[src/rtl/prog_nibble_mem.sv]
// 16 x 4-bit program memory with a serial loader that holds the CPU in reset until loaded.
// Optional running checksum of loaded nibbles: define PROG_NIBBLE_MEM_CHECKSUM_EN.
module prog_nibble_mem #(
  parameter int unsigned HOLD_CYCLES = 4,
  parameter int unsigned DEPTH       = 16
) (
  input  logic       clk,
  input  logic       reset_n,
  input  logic [3:0] rd_addr,
  output logic [3:0] rd_data,
  input  logic       load_start,
  input  logic       load_valid,
  input  logic [3:0] load_data,
  input  logic       load_done,
  output logic       cpu_reset,
  output logic       loading,
  output logic [3:0] wr_ptr,
  output logic [3:0] checksum
);

  localparam logic [3:0] HoldLast = 4'(HOLD_CYCLES - 1);

  typedef enum logic [1:0] {
    StLoad,
    StHold,
    StRun
  } state_e;

  state_e     state_q, state_d;
  logic [3:0] wr_ptr_q, wr_ptr_d;
  logic [3:0] hold_cnt_q, hold_cnt_d;
  logic [3:0] mem_q [DEPTH];
  logic       cpu_reset_q, loading_q;
  logic       wr_en;
  logic [3:0] wr_addr;

  always_comb begin
    state_d    = state_q;
    wr_ptr_d   = wr_ptr_q;
    hold_cnt_d = hold_cnt_q;
    wr_en      = 1'b0;
    wr_addr    = wr_ptr_q;
    unique case (state_q)
      StLoad: begin
        // A restart redirects any same-cycle write to address 0.
        if (load_start) begin
          wr_addr  = 4'h0;
          wr_ptr_d = 4'h0;
        end
        if (load_valid) begin
          wr_en    = 1'b1;
          wr_ptr_d = wr_addr + 4'h1;
          if (wr_addr == 4'hf) state_d = StHold;
        end
        if (load_done) state_d = StHold;
      end
      StHold: begin
        if (load_start) begin
          state_d    = StLoad;
          wr_ptr_d   = 4'h0;
          hold_cnt_d = 4'h0;
        end else if (hold_cnt_q == HoldLast) begin
          state_d    = StRun;
          hold_cnt_d = 4'h0;
        end else begin
          hold_cnt_d = hold_cnt_q + 4'h1;
        end
      end
      StRun: begin
        if (load_start) begin
          state_d  = StLoad;
          wr_ptr_d = 4'h0;
        end
      end
      default: state_d = StLoad;
    endcase
  end

  always_ff @(posedge clk or negedge reset_n) begin
    if (!reset_n) begin
      state_q     <= StLoad;
      wr_ptr_q    <= 4'h0;
      hold_cnt_q  <= 4'h0;
      cpu_reset_q <= 1'b1;
      loading_q   <= 1'b1;
    end else begin
      state_q     <= state_d;
      wr_ptr_q    <= wr_ptr_d;
      hold_cnt_q  <= hold_cnt_d;
      // Registered from next state so the first RUN cycle already sees cpu_reset low.
      cpu_reset_q <= (state_d != StRun);
      loading_q   <= (state_d == StLoad);
    end
  end

  always_ff @(posedge clk or negedge reset_n) begin
    if (!reset_n) begin
      for (int i = 0; i < DEPTH; i++) mem_q[i] <= 4'h0;
    end else if (wr_en) begin
      mem_q[wr_addr] <= load_data;
    end
  end

  // Reads return a NOP outside RUN, so a read never races a write.
  assign rd_data   = (state_q == StRun) ? mem_q[rd_addr] : 4'h0;
  assign cpu_reset = cpu_reset_q;
  assign loading   = loading_q;
  assign wr_ptr    = wr_ptr_q;

`ifdef PROG_NIBBLE_MEM_CHECKSUM_EN
  logic [3:0] checksum_q, checksum_d;

  always_comb begin
    checksum_d = checksum_q;
    if (load_start) checksum_d = 4'h0;
    if (wr_en) checksum_d = checksum_d + load_data;
  end

  always_ff @(posedge clk or negedge reset_n) begin
    if (!reset_n) begin
      checksum_q <= 4'h0;
    end else begin
      checksum_q <= checksum_d;
    end
  end

  assign checksum = checksum_q;
`else
  assign checksum = 4'h0;
`endif

endmodule
[config.mk]
export PLATFORM = sky130hd
export DESIGN_NAME = prog_nibble_mem
export DESIGN_NICKNAME = d
export VERILOG_FILES = /design/src/rtl/prog_nibble_mem.sv
export SDC_FILE = /design/constraint.sdc
export NUM_CORES = 1
export LEC_CHECK = 0
export CAP_MARGIN = 20
export CORE_UTILIZATION = 50
export DETAILED_ROUTE_END_ITERATION = 7
export PLACE_DENSITY = 0.7
export SETUP_SLACK_MARGIN = 0.02
export SYNTH_ARGS = -nofsm -noshare
export SYNTH_HDL_FRONTEND = slang
export SYNTH_SLANG_ARGS = --single-unit
[constraint.sdc]
create_clock -name clk -period 5 [get_ports clk]
set_input_delay 1 -clock clk [delete_from_list [all_inputs] [get_ports clk]]
set_output_delay 1 -clock clk [all_outputs]
set_load 0.05 [all_outputs]
==> key figures <==
Status
  • Status: finished clean

Placement
  • Port Buffers: 22
  • Placed cell areas: 0.004048 mm²
  • GPL Wtd Cong: 0.7998
  • Dpl hpwl: 5401 µm
  • Pre-CTS WS: 654.1 ps
  • Post-Place Cells: 398

Power
  • Seq pwr share: 44.6%
  • Comb pwr share: 22.9%
  • Clk pwr share: 32.5%
  • Int Power: 1.258 mW
  • Sw frac: 28.64%
  • Tot Pwr: 1.763 mW
  • Net switching power: 0.5049 mW
  • Leakage power total: 1.967 nW
  • Peak supply drop: 250.9 µV
  • Cell Pwr Density: 410.2 mW/mm²

Critical path
  • CP Depth: 6
  • Family with the most delay on the worst path: buffers and inverters
  • WS Path Type: in2out
  • Crit-path cells: clkdlybuf4s50_1 > buf_4 > mux4_2 > a22oi_1 > o211ai_1 > buf_12
  • Crit-path slowest cell: clkdlybuf4s50_1
  • Slowest cell delay on critical path: 900 ps
  • Worst Setup EP: rd_data[1]
  • Peak fanout along the critical path: 10
  • FF-to-FF Start: state_q[0]$_DFF_PN0_
  • CP Launch Type: input pin
  • Buffers and inverters on the worst path: 3
  • Crit. Startpoint: rd_addr[0]
  • R2R setup slack: 2690 ps
  • Worst Path Required: 4000 ps
  • Crit path DAT: 3320 ps
  • Crit end category: primary output
  • Reg2reg end: mem_q[33]$_DFFE_PN0P_
  • R2R cell count: 6

Yosys
  • FF+latch count, synth: 76
  • Ys Warns: 0
  • Syn Area/Cell: 12.97 µm²
  • Mapped cell area: 0.003787 mm²
  • Yosys cell types: 43
  • Post-synth EDFFs: 0
  • Asr flop ratio synth: 100.0%
  • Post-synth top area share: 48.89%
  • Top cells by area, synth: dfrtp_1 49%, mux2_2 20%, mux4_2 7.7%
  • Synth area leader: dfrtp_1
  • Cell count after synthesis: 292
  • Most numerous cell in the Yosys netlist: dfrtp_1
  • Post-synth top cells: 74 x dfrtp_1, 66 x mux2_2, 16 x nor2_1
  • Ys flop type: dfrtp_1
  • Sequential share of the synthesized area: 50.28%

Cells and area
  • Final #Nets: 329
  • Fillers: 619
  • Post-route cell area: 0.004298 mm²
  • FF/Latch Area: 0.001904 mm²
  • Post-layout util: 58.94%
  • Area Overhead vs Synth: 13.48%
  • Layout Cells excl Fill: 414
  • Multi-input combinational cell area: 0.001762 mm²
  • # diodes: 0
  • Fraction of layout cells with a size suffix above 1: 33.65%

STA
  • Setup TNS: 0 ps
  • Final hold slack: 506.5 ps
  • Worst-Margin Slew: 929.1 ps
  • Slew Limit Fails: 0
  • Setup violators final: 0
  • FMAX: 0.2315 GHz
  • Final worst slack: 680.2 ps
  • Max-slew headroom: 38.06%
  • Period minus WS final: 4320 ps
  • Period utilization: 86.40%
  • Final hold vios: 0
  • Skew final: 5.181 ps
  • RSZ-0062 raised after global routing: false

Clocking
  • Sink Count: 76
  • CTS buffer count: 9
  • Root Buffer: clkbuf_8
  • # Post-CTS Setup Buffers: 0
  • CTS resizes: 0
  • Skew-Pair Late Insertion Delay: 330 ps
  • Clk slew on worst S/H paths: 70 ps
  • CTS hold repair buffers: 0
  • CTS tree: yes
  • Clk buf depth: 2
  • Htree depth: 3

Global routing
  • Global Route met1 Usage: 30.55%
  • Met2 GRT Util: 33.71%
  • Wire length of the first global-routing pass: 12540 µm
  • Global Route met3 Usage: 4.709%
  • GRT busiest layer: met2
  • Initial antenna violation count: 0
  • GRT Overall Usage: 21.74%
  • Vias in the first global route: 2430
  • Overflow after GRT: 0
  • Largest net degree at the start of global routing: 77

Floorplan
  • # rows: 31
  • Die H: 89.04 µm
  • Core footprint: 0.007292 mm²
  • Die area: 0.007927 mm²
  • Initial Util: 51.94%
  • Chip width: 89.04 µm
  • IO Count: 27

Drt
  • Via density: 5.833
  • Final ANT Viol Nets: 0
  • Vias: 2415
  • Pre-Repair DR Iteration Count: 4
  • # DRC: 0
  • Initial DRC Count: 189
  • Total Wirelength: 7532 µm
  • Drt wl/cell: 18.19 µm

Worst hold path
  • Worst hold-check path type: reg2reg

Job
  • Maxcap violations: 0
-- worst min-delay path by stage --
stage | from | to | slack (ps) | cells after the start
4_1_cts | mem_q[33]$_DFFE_PN0P_ | mem_q[33]$_DFFE_PN0P_ | 510 | 1
5_1_grt | mem_q[15]$_DFFE_PN0P_ | mem_q[15]$_DFFE_PN0P_ | 520 | 1
6_report | mem_q[33]$_DFFE_PN0P_ | mem_q[33]$_DFFE_PN0P_ | 510 | 1
3_3_place_gp | mem_q[50]$_DFFE_PN0P_ | mem_q[50]$_DFFE_PN0P_ | 480 | 1
2_1_floorplan | mem_q[0]$_DFFE_PN0P_ | mem_q[0]$_DFFE_PN0P_ | 470 | 1
3_5_place_dp | mem_q[39]$_DFFE_PN0P_ | mem_q[39]$_DFFE_PN0P_ | 490 | 1
-- worst reg2reg max path: cells and delay by family, from the launching register on --
| kind | cells | cell delay [ps] |
|---|---|---|
| and+or+nand+nor | 3 | 960 |
| buffers and inverters | 1 | 140 |
| adders and majority gates | 1 | 260 |
| DFF | 1 | 450 |
| muxes | 1 | 390 |
-- cells in the final DEF (no fill, tap or decap), types with 2 or more instances in the layout --
| cell type | count |
|---|---|
| conb_1 | 4 |
| dfrtp_1 | 74 |
| mux2_2 | 66 |
| inv_1 | 8 |
| mux4_2 | 13 |
| nand3_1 | 8 |
| bufinv_16 | 3 |
| dfstp_2 | 2 |
| mux2i_1 | 8 |
| a22oi_1 | 2 |
| nor2_1 | 16 |
| nor2b_1 | 7 |
| or2_2 | 2 |
| a22o_1 | 2 |
| o21ai_0 | 4 |
| o211ai_1 | 4 |
| nand4_1 | 7 |
| or3b_2 | 2 |
| ha_1 | 6 |
| a32oi_1 | 3 |
| o21a_1 | 2 |
| nand2b_1 | 4 |
| a31oi_1 | 2 |
| buf_4 | 5 |
| a21oi_1 | 4 |
| nand2_1 | 11 |
| clkbuf_8 | 11 |
| clkdlybuf4s50_1 | 17 |
| and2_1 | 2 |
-- per-layer routing --
metal	wire length [µm]	part of all wire [%]	vias up
li1	-	-	1118
met2	3562	47	48
met1	3533	47	1234
met4	150	2.0	0
met3	286	3.8	15
met5	0	0	-
-- flip-flops by register name, indices dropped and copies added, names as in the netlist --
name,flops
cpu_reset,1
hold_cnt_q,4
loading,1
mem_q,64
state_q,2
wr_ptr,4
-- area by class of cell --
| cell class | count | area share [%] |
|---|---|---|
| Clock inverter | 4 | 2.213 |
| Clock buffer | 12 | 3.610 |
| Tap cell | 99 | 2.882 |
| Sequential cell | 76 | 44.31 |
| Inverter | 8 | 0.6987 |
| Timing Repair Buffer | 23 | 5.298 |
| Multi-Input combinational cell | 192 | 40.99 |
-- cells by family after synthesis --
logic type,after synthesis,synth area share [%]
AO/OA/AOI/OAI,29,5.451
adder cells (fa/ha/maj),6,1.982
buffers and inverters,27,3.502
flip-flops,76,50.28
multiplexers,87,29.47
other,1,0.09901
AND/OR/NAND/NOR,66,9.217
-- power groups by stage --
stage | combinational (mW) | sequential, mW | clock [mW]
floorplan | 0.268 | 0.815 | 0
global placement | 0.397 | 0.792 | 0
detailed placement | 0.404 | 0.797 | 0
CTS | 0.406 | 0.787 | 0.582
global route | 0.442 | 0.800 | 0.614
finish | 0.404 | 0.787 | 0.572
Note: power is estimated with default switching activity, not from simulation.
